$ cat config.mk
export PLATFORM = sky130hd
export DESIGN_NAME = uart_cmd_sequencer
export DESIGN_NICKNAME = d
export VERILOG_FILES = /design/src/rtl/cmd_seq_pkg.sv /design/src/rtl/tx_frame_sender.sv /design/src/rtl/uart_cmd_sequencer.sv
export SDC_FILE = /design/constraint.sdc
export NUM_CORES = 1
export LEC_CHECK = 0
export ABC_CLOCK_PERIOD_IN_PS = 1970
export BUFFER_PORTS_ARGS = -buffer_cell sky130_fd_sc_hd__buf_2
export CAP_MARGIN = 40
export CORE_UTILIZATION = 40
export DETAILED_ROUTE_END_ITERATION = 12
export PLACE_DENSITY = 0.73
export REMOVE_ABC_BUFFERS = 1
export SYNTH_ARGS = -nofsm -noshare
export SYNTH_HDL_FRONTEND = slang
export SYNTH_SLANG_ARGS = --single-unit
$ cat constraint.sdc
create_clock -name CLK -period 1.97 [get_ports CLK]
set_input_delay 0.2955 -clock CLK [delete_from_list [all_inputs] [get_ports CLK]]
set_output_delay 0.2955 -clock CLK [all_outputs]
set_load 0.02 [all_outputs]
$ cat src/rtl/cmd_seq_pkg.sv
// -----------------------------------------------------------------------------
// cmd_seq_pkg
// Shared definitions for the UART command sequencer:
//   - host opcodes (first byte of every frame)
//   - register-file addresses that receive the ALU operands
//   - state encodings of the main sequencer FSM and of the TX frame sender
//   - in_alu_path(): tells which main states keep the ALU clock gate open
// -----------------------------------------------------------------------------
package cmd_seq_pkg;

    localparam logic [7:0] CMD_WR     = 8'hAA;
    localparam logic [7:0] CMD_RD     = 8'hBB;
    localparam logic [7:0] CMD_ALU_OP = 8'hCC;
    localparam logic [7:0] CMD_ALU    = 8'hDD;

    localparam logic [3:0] OPA_ADDR = 4'h0;
    localparam logic [3:0] OPB_ADDR = 4'h1;

    typedef enum logic [3:0] {
        IDLE      = 4'd0,
        WR_ADDR   = 4'd1,
        WR_DATA   = 4'd2,
        RD_ADDR   = 4'd3,
        RD_WAIT   = 4'd4,
        OP_A      = 4'd5,
        OP_B      = 4'd6,
        ALU_FUN_S = 4'd7,
        ALU_WAIT  = 4'd8,
        TX_SEND   = 4'd9,
        TX_WAIT   = 4'd10
    } seq_state_e;

    typedef enum logic [1:0] {
        TXS_IDLE    = 2'd0,
        TXS_SEND    = 2'd1,
        TXS_WAIT_HI = 2'd2,
        TXS_WAIT_LO = 2'd3
    } tx_state_e;

    // The ALU clock gate is open only while an ALU command is being collected
    // or its result awaited; TX of the result runs with the gate closed.
    function automatic logic in_alu_path(input seq_state_e st);
        case (st)
            OP_A, OP_B, ALU_FUN_S, ALU_WAIT: return 1'b1;
            default:                         return 1'b0;
        endcase
    endfunction

endpackage

$ cat src/rtl/tx_frame_sender.sv
// -----------------------------------------------------------------------------
// tx_frame_sender
// Sends a 1- or 2-byte frame to the UART transmitter, LSB first.
// For every byte: strobe TX_D_VLD for one cycle while TX_Busy is low, then
// wait for TX_Busy to rise and fall again before the next byte / done.
// Ports:
//   CLK, RST   clock, synchronous active-high reset
//   start      1-cycle request; data and len are captured with it
//   abort      drop the frame immediately and return to idle
//   len        number of bytes to send (2'd1 or 2'd2)
//   data       frame word, byte 0 = data[7:0]
//   TX_Busy    UART transmitter busy
//   TX_P_DATA  byte to transmit (valid with TX_D_VLD, otherwise 0)
//   TX_D_VLD   1-cycle transmit strobe
//   done       1-cycle pulse after the last byte has left the transmitter
// -----------------------------------------------------------------------------
module tx_frame_sender
    import cmd_seq_pkg::*;
#(
    parameter int DATA_WIDTH = 8,
    parameter int WORD_WIDTH = 16
) (
    input  logic                  CLK,
    input  logic                  RST,
    input  logic                  start,
    input  logic                  abort,
    input  logic [1:0]            len,
    input  logic [WORD_WIDTH-1:0] data,
    input  logic                  TX_Busy,
    output logic [DATA_WIDTH-1:0] TX_P_DATA,
    output logic                  TX_D_VLD,
    output logic                  done
);

    tx_state_e               state_r, state_s;
    logic [WORD_WIDTH-1:0]   data_r, data_s;
    logic                    last_r, last_s;
    logic [DATA_WIDTH-1:0]   tx_data_r, tx_data_s;
    logic                    tx_vld_r, tx_vld_s;
    logic                    done_r, done_s;

    // Next-state and next-output logic of the byte handshake.
    always_comb begin
        state_s   = state_r;
        data_s    = data_r;
        last_s    = last_r;
        tx_data_s = {DATA_WIDTH{1'b0}};
        tx_vld_s  = 1'b0;
        done_s    = 1'b0;
        if (abort) begin
            state_s = TXS_IDLE;
            data_s  = {WORD_WIDTH{1'b0}};
            last_s  = 1'b0;
        end else begin
            case (state_r)
                TXS_IDLE: begin
                    if (start) begin
                        data_s  = data;
                        last_s  = (len != 2'd2);
                        state_s = TXS_SEND;
                    end else begin
                        state_s = TXS_IDLE;
                    end
                end
                TXS_SEND: begin
                    if (!TX_Busy) begin
                        tx_vld_s  = 1'b1;
                        tx_data_s = data_r[DATA_WIDTH-1:0];
                        state_s   = TXS_WAIT_HI;
                    end else begin
                        state_s = TXS_SEND;
                    end
                end
                TXS_WAIT_HI: begin
                    if (TX_Busy) begin
                        state_s = TXS_WAIT_LO;
                    end else begin
                        state_s = TXS_WAIT_HI;
                    end
                end
                TXS_WAIT_LO: begin
                    if (!TX_Busy) begin
                        if (last_r) begin
                            done_s  = 1'b1;
                            state_s = TXS_IDLE;
                        end else begin
                            // Move the MSB down so TXS_SEND always sends data_r[7:0].
                            data_s  = data_r >> DATA_WIDTH;
                            last_s  = 1'b1;
                            state_s = TXS_SEND;
                        end
                    end else begin
                        state_s = TXS_WAIT_LO;
                    end
                end
                default: begin
                    state_s = TXS_IDLE;
                end
            endcase
        end
    end

    // Handshake state and registered TX outputs.
    always_ff @(posedge CLK) begin
        if (RST) begin
            state_r   <= TXS_IDLE;
            data_r    <= {WORD_WIDTH{1'b0}};
            last_r    <= 1'b0;
            tx_data_r <= {DATA_WIDTH{1'b0}};
            tx_vld_r  <= 1'b0;
            done_r    <= 1'b0;
        end else begin
            state_r   <= state_s;
            data_r    <= data_s;
            last_r    <= last_s;
            tx_data_r <= tx_data_s;
            tx_vld_r  <= tx_vld_s;
            done_r    <= done_s;
        end
    end

    assign TX_P_DATA = tx_data_r;
    assign TX_D_VLD  = tx_vld_r;
    assign done      = done_r;

endmodule

$ cat src/rtl/uart_cmd_sequencer.sv
// -----------------------------------------------------------------------------
// uart_cmd_sequencer
// Host-driven command controller between UART RX/TX, register file, ALU and
// the ALU clock gate. Byte frames (opcode first):
//   AA addr data     register-file write
//   BB addr          register-file read, read byte returned over TX
//   CC A B fun       A -> RF[0], B -> RF[1], then run ALU function fun
//   DD fun           run ALU function fun, 16-bit result returned LSB first
// A frame that stalls for TIMEOUT_CYCLES cycles is aborted with Cmd_Error.
// Ports:
//   CLK, RST                     clock, synchronous active-high reset
//   RX_P_DATA, RX_D_VLD          received byte and its 1-cycle strobe
//   RF_WrEn, RF_RdEn             register-file write / read strobes
//   RF_Address, RF_WrData        register-file address and write data
//   RF_RdData, RF_RdData_VLD     register-file read data and valid
//   ALU_EN, ALU_FUN              1-cycle ALU start, function (held to IDLE)
//   ALU_OUT, ALU_OUT_VLD         ALU result and valid
//   CLKG_EN                      ALU clock-gate enable
//   TX_P_DATA, TX_D_VLD, TX_Busy UART transmit byte, strobe, busy
//   Cmd_Error                    1-cycle pulse on bad opcode or timeout
// All outputs are registered.
// -----------------------------------------------------------------------------
module uart_cmd_sequencer
    import cmd_seq_pkg::*;
#(
    parameter int DATA_WIDTH     = 8,
    parameter int ADDR_WIDTH     = 4,
    parameter int ALU_OUT_WIDTH  = 16,
    parameter int TIMEOUT_CYCLES = 1024
) (
    input  logic                     CLK,
    input  logic                     RST,
    input  logic [DATA_WIDTH-1:0]    RX_P_DATA,
    input  logic                     RX_D_VLD,
    output logic                     RF_WrEn,
    output logic                     RF_RdEn,
    output logic [ADDR_WIDTH-1:0]    RF_Address,
    output logic [DATA_WIDTH-1:0]    RF_WrData,
    input  logic [DATA_WIDTH-1:0]    RF_RdData,
    input  logic                     RF_RdData_VLD,
    output logic                     ALU_EN,
    output logic [3:0]               ALU_FUN,
    input  logic [ALU_OUT_WIDTH-1:0] ALU_OUT,
    input  logic                     ALU_OUT_VLD,
    output logic                     CLKG_EN,
    output logic [DATA_WIDTH-1:0]    TX_P_DATA,
    output logic                     TX_D_VLD,
    input  logic                     TX_Busy,
    output logic                     Cmd_Error
);

    localparam int                  TIMER_W    = $clog2(TIMEOUT_CYCLES);
    localparam logic [TIMER_W-1:0]  TIMER_LAST = TIMER_W'(TIMEOUT_CYCLES - 1);

    seq_state_e               state_r, state_s;
    logic [TIMER_W-1:0]       timer_r, timer_s;
    logic [ADDR_WIDTH-1:0]    wr_addr_r, wr_addr_s;
    logic [ALU_OUT_WIDTH-1:0] result_r, result_s;
    logic [1:0]               tx_len_r, tx_len_s;

    logic                     rf_wr_en_r, rf_wr_en_s;
    logic                     rf_rd_en_r, rf_rd_en_s;
    logic [ADDR_WIDTH-1:0]    rf_addr_r, rf_addr_s;
    logic [DATA_WIDTH-1:0]    rf_wr_data_r, rf_wr_data_s;
    logic                     alu_en_r, alu_en_s;
    logic [3:0]               alu_fun_r, alu_fun_s;
    logic                     clkg_en_r;
    logic                     cmd_error_r, cmd_error_s;

    logic                     timeout_s;
    logic                     tx_start_s;
    logic                     tx_abort_s;
    logic                     tx_done_s;

    assign timeout_s = (state_r != IDLE) && (timer_r == TIMER_LAST);

    // Frame parsing: next state, frame context and next output values.
    always_comb begin
        state_s      = state_r;
        wr_addr_s    = wr_addr_r;
        result_s     = result_r;
        tx_len_s     = tx_len_r;
        rf_wr_en_s   = 1'b0;
        rf_rd_en_s   = 1'b0;
        rf_addr_s    = rf_addr_r;
        rf_wr_data_s = rf_wr_data_r;
        alu_en_s     = 1'b0;
        alu_fun_s    = alu_fun_r;
        cmd_error_s  = 1'b0;
        tx_start_s   = 1'b0;
        tx_abort_s   = 1'b0;
        if (timeout_s) begin
            // Timeout beats a byte arriving in the same cycle; that byte is lost.
            state_s      = IDLE;
            cmd_error_s  = 1'b1;
            tx_abort_s   = 1'b1;
            wr_addr_s    = {ADDR_WIDTH{1'b0}};
            result_s     = {ALU_OUT_WIDTH{1'b0}};
            tx_len_s     = 2'd0;
            rf_addr_s    = {ADDR_WIDTH{1'b0}};
            rf_wr_data_s = {DATA_WIDTH{1'b0}};
        end else begin
            case (state_r)
                IDLE: begin
                    if (RX_D_VLD) begin
                        case (RX_P_DATA)
                            CMD_WR:     state_s = WR_ADDR;
                            CMD_RD:     state_s = RD_ADDR;
                            CMD_ALU_OP: state_s = OP_A;
                            CMD_ALU:    state_s = ALU_FUN_S;
                            default:    cmd_error_s = 1'b1;
                        endcase
                    end else begin
                        state_s = IDLE;
                    end
                end
                WR_ADDR: begin
                    if (RX_D_VLD) begin
                        wr_addr_s = RX_P_DATA[ADDR_WIDTH-1:0];
                        state_s   = WR_DATA;
                    end else begin
                        state_s = WR_ADDR;
                    end
                end
                WR_DATA: begin
                    if (RX_D_VLD) begin
                        rf_wr_en_s   = 1'b1;
                        rf_addr_s    = wr_addr_r;
                        rf_wr_data_s = RX_P_DATA;
                        state_s      = IDLE;
                    end else begin
                        state_s = WR_DATA;
                    end
                end
                RD_ADDR: begin
                    if (RX_D_VLD) begin
                        rf_rd_en_s = 1'b1;
                        rf_addr_s  = RX_P_DATA[ADDR_WIDTH-1:0];
                        state_s    = RD_WAIT;
                    end else begin
                        state_s = RD_ADDR;
                    end
                end
                RD_WAIT: begin
                    if (RF_RdData_VLD) begin
                        result_s = ALU_OUT_WIDTH'(RF_RdData);
                        tx_len_s = 2'd1;
                        state_s  = TX_SEND;
                    end else begin
                        state_s = RD_WAIT;
                    end
                end
                OP_A: begin
                    if (RX_D_VLD) begin
                        rf_wr_en_s   = 1'b1;
                        rf_addr_s    = ADDR_WIDTH'(OPA_ADDR);
                        rf_wr_data_s = RX_P_DATA;
                        state_s      = OP_B;
                    end else begin
                        state_s = OP_A;
                    end
                end
                OP_B: begin
                    if (RX_D_VLD) begin
                        rf_wr_en_s   = 1'b1;
                        rf_addr_s    = ADDR_WIDTH'(OPB_ADDR);
                        rf_wr_data_s = RX_P_DATA;
                        state_s      = ALU_FUN_S;
                    end else begin
                        state_s = OP_B;
                    end
                end
                ALU_FUN_S: begin
                    if (RX_D_VLD) begin
                        alu_en_s  = 1'b1;
                        alu_fun_s = RX_P_DATA[3:0];
                        state_s   = ALU_WAIT;
                    end else begin
                        state_s = ALU_FUN_S;
                    end
                end
                ALU_WAIT: begin
                    if (ALU_OUT_VLD) begin
                        result_s = ALU_OUT;
                        tx_len_s = 2'd2;
                        state_s  = TX_SEND;
                    end else begin
                        state_s = ALU_WAIT;
                    end
                end
                TX_SEND: begin
                    tx_start_s = 1'b1;
                    state_s    = TX_WAIT;
                end
                TX_WAIT: begin
                    if (tx_done_s) begin
                        state_s = IDLE;
                    end else begin
                        state_s = TX_WAIT;
                    end
                end
                default: begin
                    state_s = IDLE;
                end
            endcase
        end

        // Every accepted byte moves the FSM to another state (a bad opcode
        // leaves it in IDLE, where the timer is idle anyway), so clearing on a
        // state change also covers clearing on byte acceptance.
        if ((state_s != state_r) || (state_r == IDLE)) begin
            timer_s = {TIMER_W{1'b0}};
        end else begin
            timer_s = timer_r + TIMER_W'(1);
        end
    end

    // Sequencer state, timer, frame context and registered outputs.
    always_ff @(posedge CLK) begin
        if (RST) begin
            state_r      <= IDLE;
            timer_r      <= {TIMER_W{1'b0}};
            wr_addr_r    <= {ADDR_WIDTH{1'b0}};
            result_r     <= {ALU_OUT_WIDTH{1'b0}};
            tx_len_r     <= 2'd0;
            rf_wr_en_r   <= 1'b0;
            rf_rd_en_r   <= 1'b0;
            rf_addr_r    <= {ADDR_WIDTH{1'b0}};
            rf_wr_data_r <= {DATA_WIDTH{1'b0}};
            alu_en_r     <= 1'b0;
            alu_fun_r    <= 4'h0;
            clkg_en_r    <= 1'b0;
            cmd_error_r  <= 1'b0;
        end else begin
            state_r      <= state_s;
            timer_r      <= timer_s;
            wr_addr_r    <= wr_addr_s;
            result_r     <= result_s;
            tx_len_r     <= tx_len_s;
            rf_wr_en_r   <= rf_wr_en_s;
            rf_rd_en_r   <= rf_rd_en_s;
            rf_addr_r    <= rf_addr_s;
            rf_wr_data_r <= rf_wr_data_s;
            alu_en_r     <= alu_en_s;
            // ALU_FUN stays valid for the whole operation and clears on return to IDLE.
            alu_fun_r    <= (state_s == IDLE) ? 4'h0 : alu_fun_s;
            // Registered from the next state, so the gate opens on entry to OP_A
            // or ALU_FUN_S, at least one cycle ahead of ALU_EN.
            clkg_en_r    <= in_alu_path(state_s);
            cmd_error_r  <= cmd_error_s;
        end
    end

    tx_frame_sender #(
        .DATA_WIDTH (DATA_WIDTH),
        .WORD_WIDTH (ALU_OUT_WIDTH)
    ) u_tx (
        .CLK       (CLK),
        .RST       (RST),
        .start     (tx_start_s),
        .abort     (tx_abort_s),
        .len       (tx_len_r),
        .data      (result_r),
        .TX_Busy   (TX_Busy),
        .TX_P_DATA (TX_P_DATA),
        .TX_D_VLD  (TX_D_VLD),
        .done      (tx_done_s)
    );

    assign RF_WrEn    = rf_wr_en_r;
    assign RF_RdEn    = rf_rd_en_r;
    assign RF_Address = rf_addr_r;
    assign RF_WrData  = rf_wr_data_r;
    assign ALU_EN     = alu_en_r;
    assign ALU_FUN    = alu_fun_r;
    assign CLKG_EN    = clkg_en_r;
    assign Cmd_Error  = cmd_error_r;

endmodule

==> flow_summary.toml <==
[synthesis]
ys_ff_latch = 86
syn_area_per_cell_um2 = 9.673
synthesis.area_um2 = 3772
async_reset_ff_frac = 0
ys_warn_count = 0
ys_seq_area_frac = 0.4564
synthFlopType = "dfxtp_1"
synthDistinctLibCells = 59
synthCells = 390
synth_edf_count = 0

[job]
max_cap_viol_count = 0

[timing]
setup_viol = 4
min_period_over_period = 1.016
fmax_ghz = 0.4995
max_slew_margin = 0.6791
hold_viol_final = 0
setup_ws_ns = -0.03218
rsz0062_at_grt = "yes"
fin_worst_skew_ns = 0.01254
slew_viol_final = 0
tightest_slew_ns = 0.4798
whs_ns = 0.1688
fin_crit_ns = 2.002

[grt]
grt_max_degree = 39
grt_pass1_wl_mm = 14.45
overflow = 0
grt_pass1_vias = 3003
grt_usage = 0.1845
antenna_found_initial = 0

[cts]
clk_path_buf_depth = 2
cts_inserted_buffers = 9
tritoncts = "built"
root_buffer = "clkbuf_8"
clk_latency_ns = 0.36
clkTransAtPathRegs_ns = 0.10
htree_levels = 3
cts.sinks = 86

[power_and_ir_drop]
power_density_nw_per_um2 = 621.2
leakage_nw = 2.152
ir_worst_vdd_uv = 333.1

[place]
gp_congestion = 0.9402
io_buffers = 67
pre_cts_ws_ns = -0.1245
hpwl_mm = 6.255
placed_area_um2 = 4501

[final_layout]
drive_gt1_frac = 0.3790
n_antenna_cell = 0
post-route-util = 0.5408
area_delta_synth_final_pct = 31.84
fill_cells = 816
nets = 538
stdcell_area_um2 = 4974

[critical_path]
required_ns = 2.21
cp_max_fo = 5
cp-end-kind = "register"
crit_arrival_ns = 2.24
critPathKind = "register to register"
cp-start-kind = "register"

[die]
core-area_um2 = 9196
die-area_um2 = 9823
start_util = 0.4102
die_h_um = 99.11
num_rows = 35
io_pins = 68
fp.dieW_um = 99.11

[outcome]
violations = "negative setup slack"
outcome = "finished with violations"

[detailed_routing]
ant_nets = 0
drc_errors = 0
drt_first_pass_iters = 5
wl_per_cell_um = 15.08
num_vias = 3317
via_per_inst = 5.393
routed_wl_mm = 9.275
drt_iter0_drc = 195

[hold_path]
hold_class = "primary input to register"
-- state kept, by name (all words and copies together) (netlist names), 2 cells and up --
| register | count |
|---|---|
| u_tx.state_r | 2 |
| u_tx.TX_P_DATA | 8 |
| wr_addr_r | 4 |
| state_r | 4 |
| ALU_FUN | 4 |
| u_tx.data_r | 16 |
| result_r | 16 |
| RF_WrData | 8 |
| tx_len_r | 2 |
| timer_r | 10 |
| RF_Address | 4 |
-- what timing repair did --
action | 4_1_cts | 5_1_grt
resized for setup | 12 | 30
setup endpoints to repair | 29 | 31
hold buffers | 0 | 0
pin swaps | 4 | 16
cloned | 1 | 1
buffers inserted | 0 | 9
-- final timing paths --
path              slack [ns]           endpoint  depth (start not counted)            from
setup / recovery       -0.03         ALU_FUN[2]                          7      state_r[1]
hold / removal          0.17        result_r[0]                          3    RF_RdData[0]
setup reg to reg       -0.03         ALU_FUN[2]                          7      state_r[1]
hold reg to reg         0.46  u_tx.TX_P_DATA[3]                          1  u_tx.data_r[3]
-- power by group --
| part | switching [W] | internal (W) | leakage [nW] |
|---|---|---|---|
| Clock | 0.000677 | 0.000513 | 0.0950 |
| Combinational | 0.0000876 | 0.0000733 | 1.36 |
| Sequential | 0.00000311 | 0.00174 | 0.697 |
-- synth_stat cells (3+ instances only) --
master     n  area [µm²]
nand2b_1   4       25.02
nand3b_1   4       30.03
buf_2      7       35.03
nand4_1    6       37.54
a22oi_1   19       142.6
nor2b_1    5       31.28
clkbuf_1   9       33.78
and2_1    10       62.56
nand2_1   18       67.56
buf_4      3       22.52
a21o_1     3       22.52
nor3_1    12       60.06
nand3_1    5       25.02
mux2i_1   28       280.3
nor2_1    75       281.5
xnor2_1    6       52.55
o211ai_1   4       30.03
a21oi_1    7       35.03
buf_1      4       15.01
a222oi_1   8       80.08
dfxtp_1   86        1722
nor3_2     5       50.05
mux2_2     8       90.09
o21ai_0    6       30.03
xor2_1     5       43.79
-- final cells by class --
cell class | count | area (µm²) | share of cell area
Sequential cell | 86 | 1739 | 0.3497
Multi-Input combinational cell | 278 | 2059 | 0.4141
Clock inverter | 6 | 53.80 | 0.01082
Clock buffer | 10 | 137.6 | 0.02767
Inverter | 2 | 7.507 | 0.001509
Timing Repair Buffer | 122 | 837.1 | 0.1683
Tap cell | 111 | 138.9 | 0.02792
-- critical path, stage by stage (launching register included) --
cell,delay (ns)
dfxtp_4,0.37
buf_6,0.12
buf_4,0.12
buf_4,0.12
a221o_1,0.35
or3_4,0.38
o31ai_4,0.34
nor2_1,0.08
-- through the flow --
| stage | std cells | setup TNS, ns | total power (W) |
|---|---|---|---|
| global placement | 588 | -0.1290 | 0.001936 |
| floorplan | 365 | -49.35 | 0.001844 |
| finish | 615 | -0.09322 | 0.003090 |
| detailed placement | 588 | -1.169 | 0.001938 |
| global route | 615 | -0.9552 | 0.003203 |
| CTS | 605 | -0.01113 | 0.003108 |
-- cell families after synthesis --
family          share of synthesized area
fa+ha+maj                        0.003316
flops                              0.4564
simple gates                       0.2299
xor+xnor                          0.02554
mux                               0.09818
buf+inv                           0.03615
compound gates                     0.1506
-- routing by layer --
| metal | track usage | wire [µm] | vias to the layer above | share of wire |
|---|---|---|---|---|
| met1 | 0.2472 | 4193 | 1614 | 0.45 |
| met5 | 0 | 0 | - | 0 |
| met3 | 0.03725 | 315 | 13 | 0.034 |
| met4 | 0.05769 | 147 | 0 | 0.016 |
| li1 | - | - | 1620 | - |
| met2 | 0.3002 | 4618 | 70 | 0.50 |
-- cell usage in the layout (no fill, tap or decap), types with 8 or more instances in the layout --
cell	netlist	routed
clkbuf_8	0	10
a222oi_1	8	8
buf_2	7	67
buf_4	3	44
mux2_2	8	8
nor3_2	5	10
a22oi_1	19	13
mux2i_1	28	26
and2_1	10	10
nor2_1	75	75
nand2_1	18	18
dfxtp_1	86	80
Note: power is estimated with default switching activity, not from simulation.
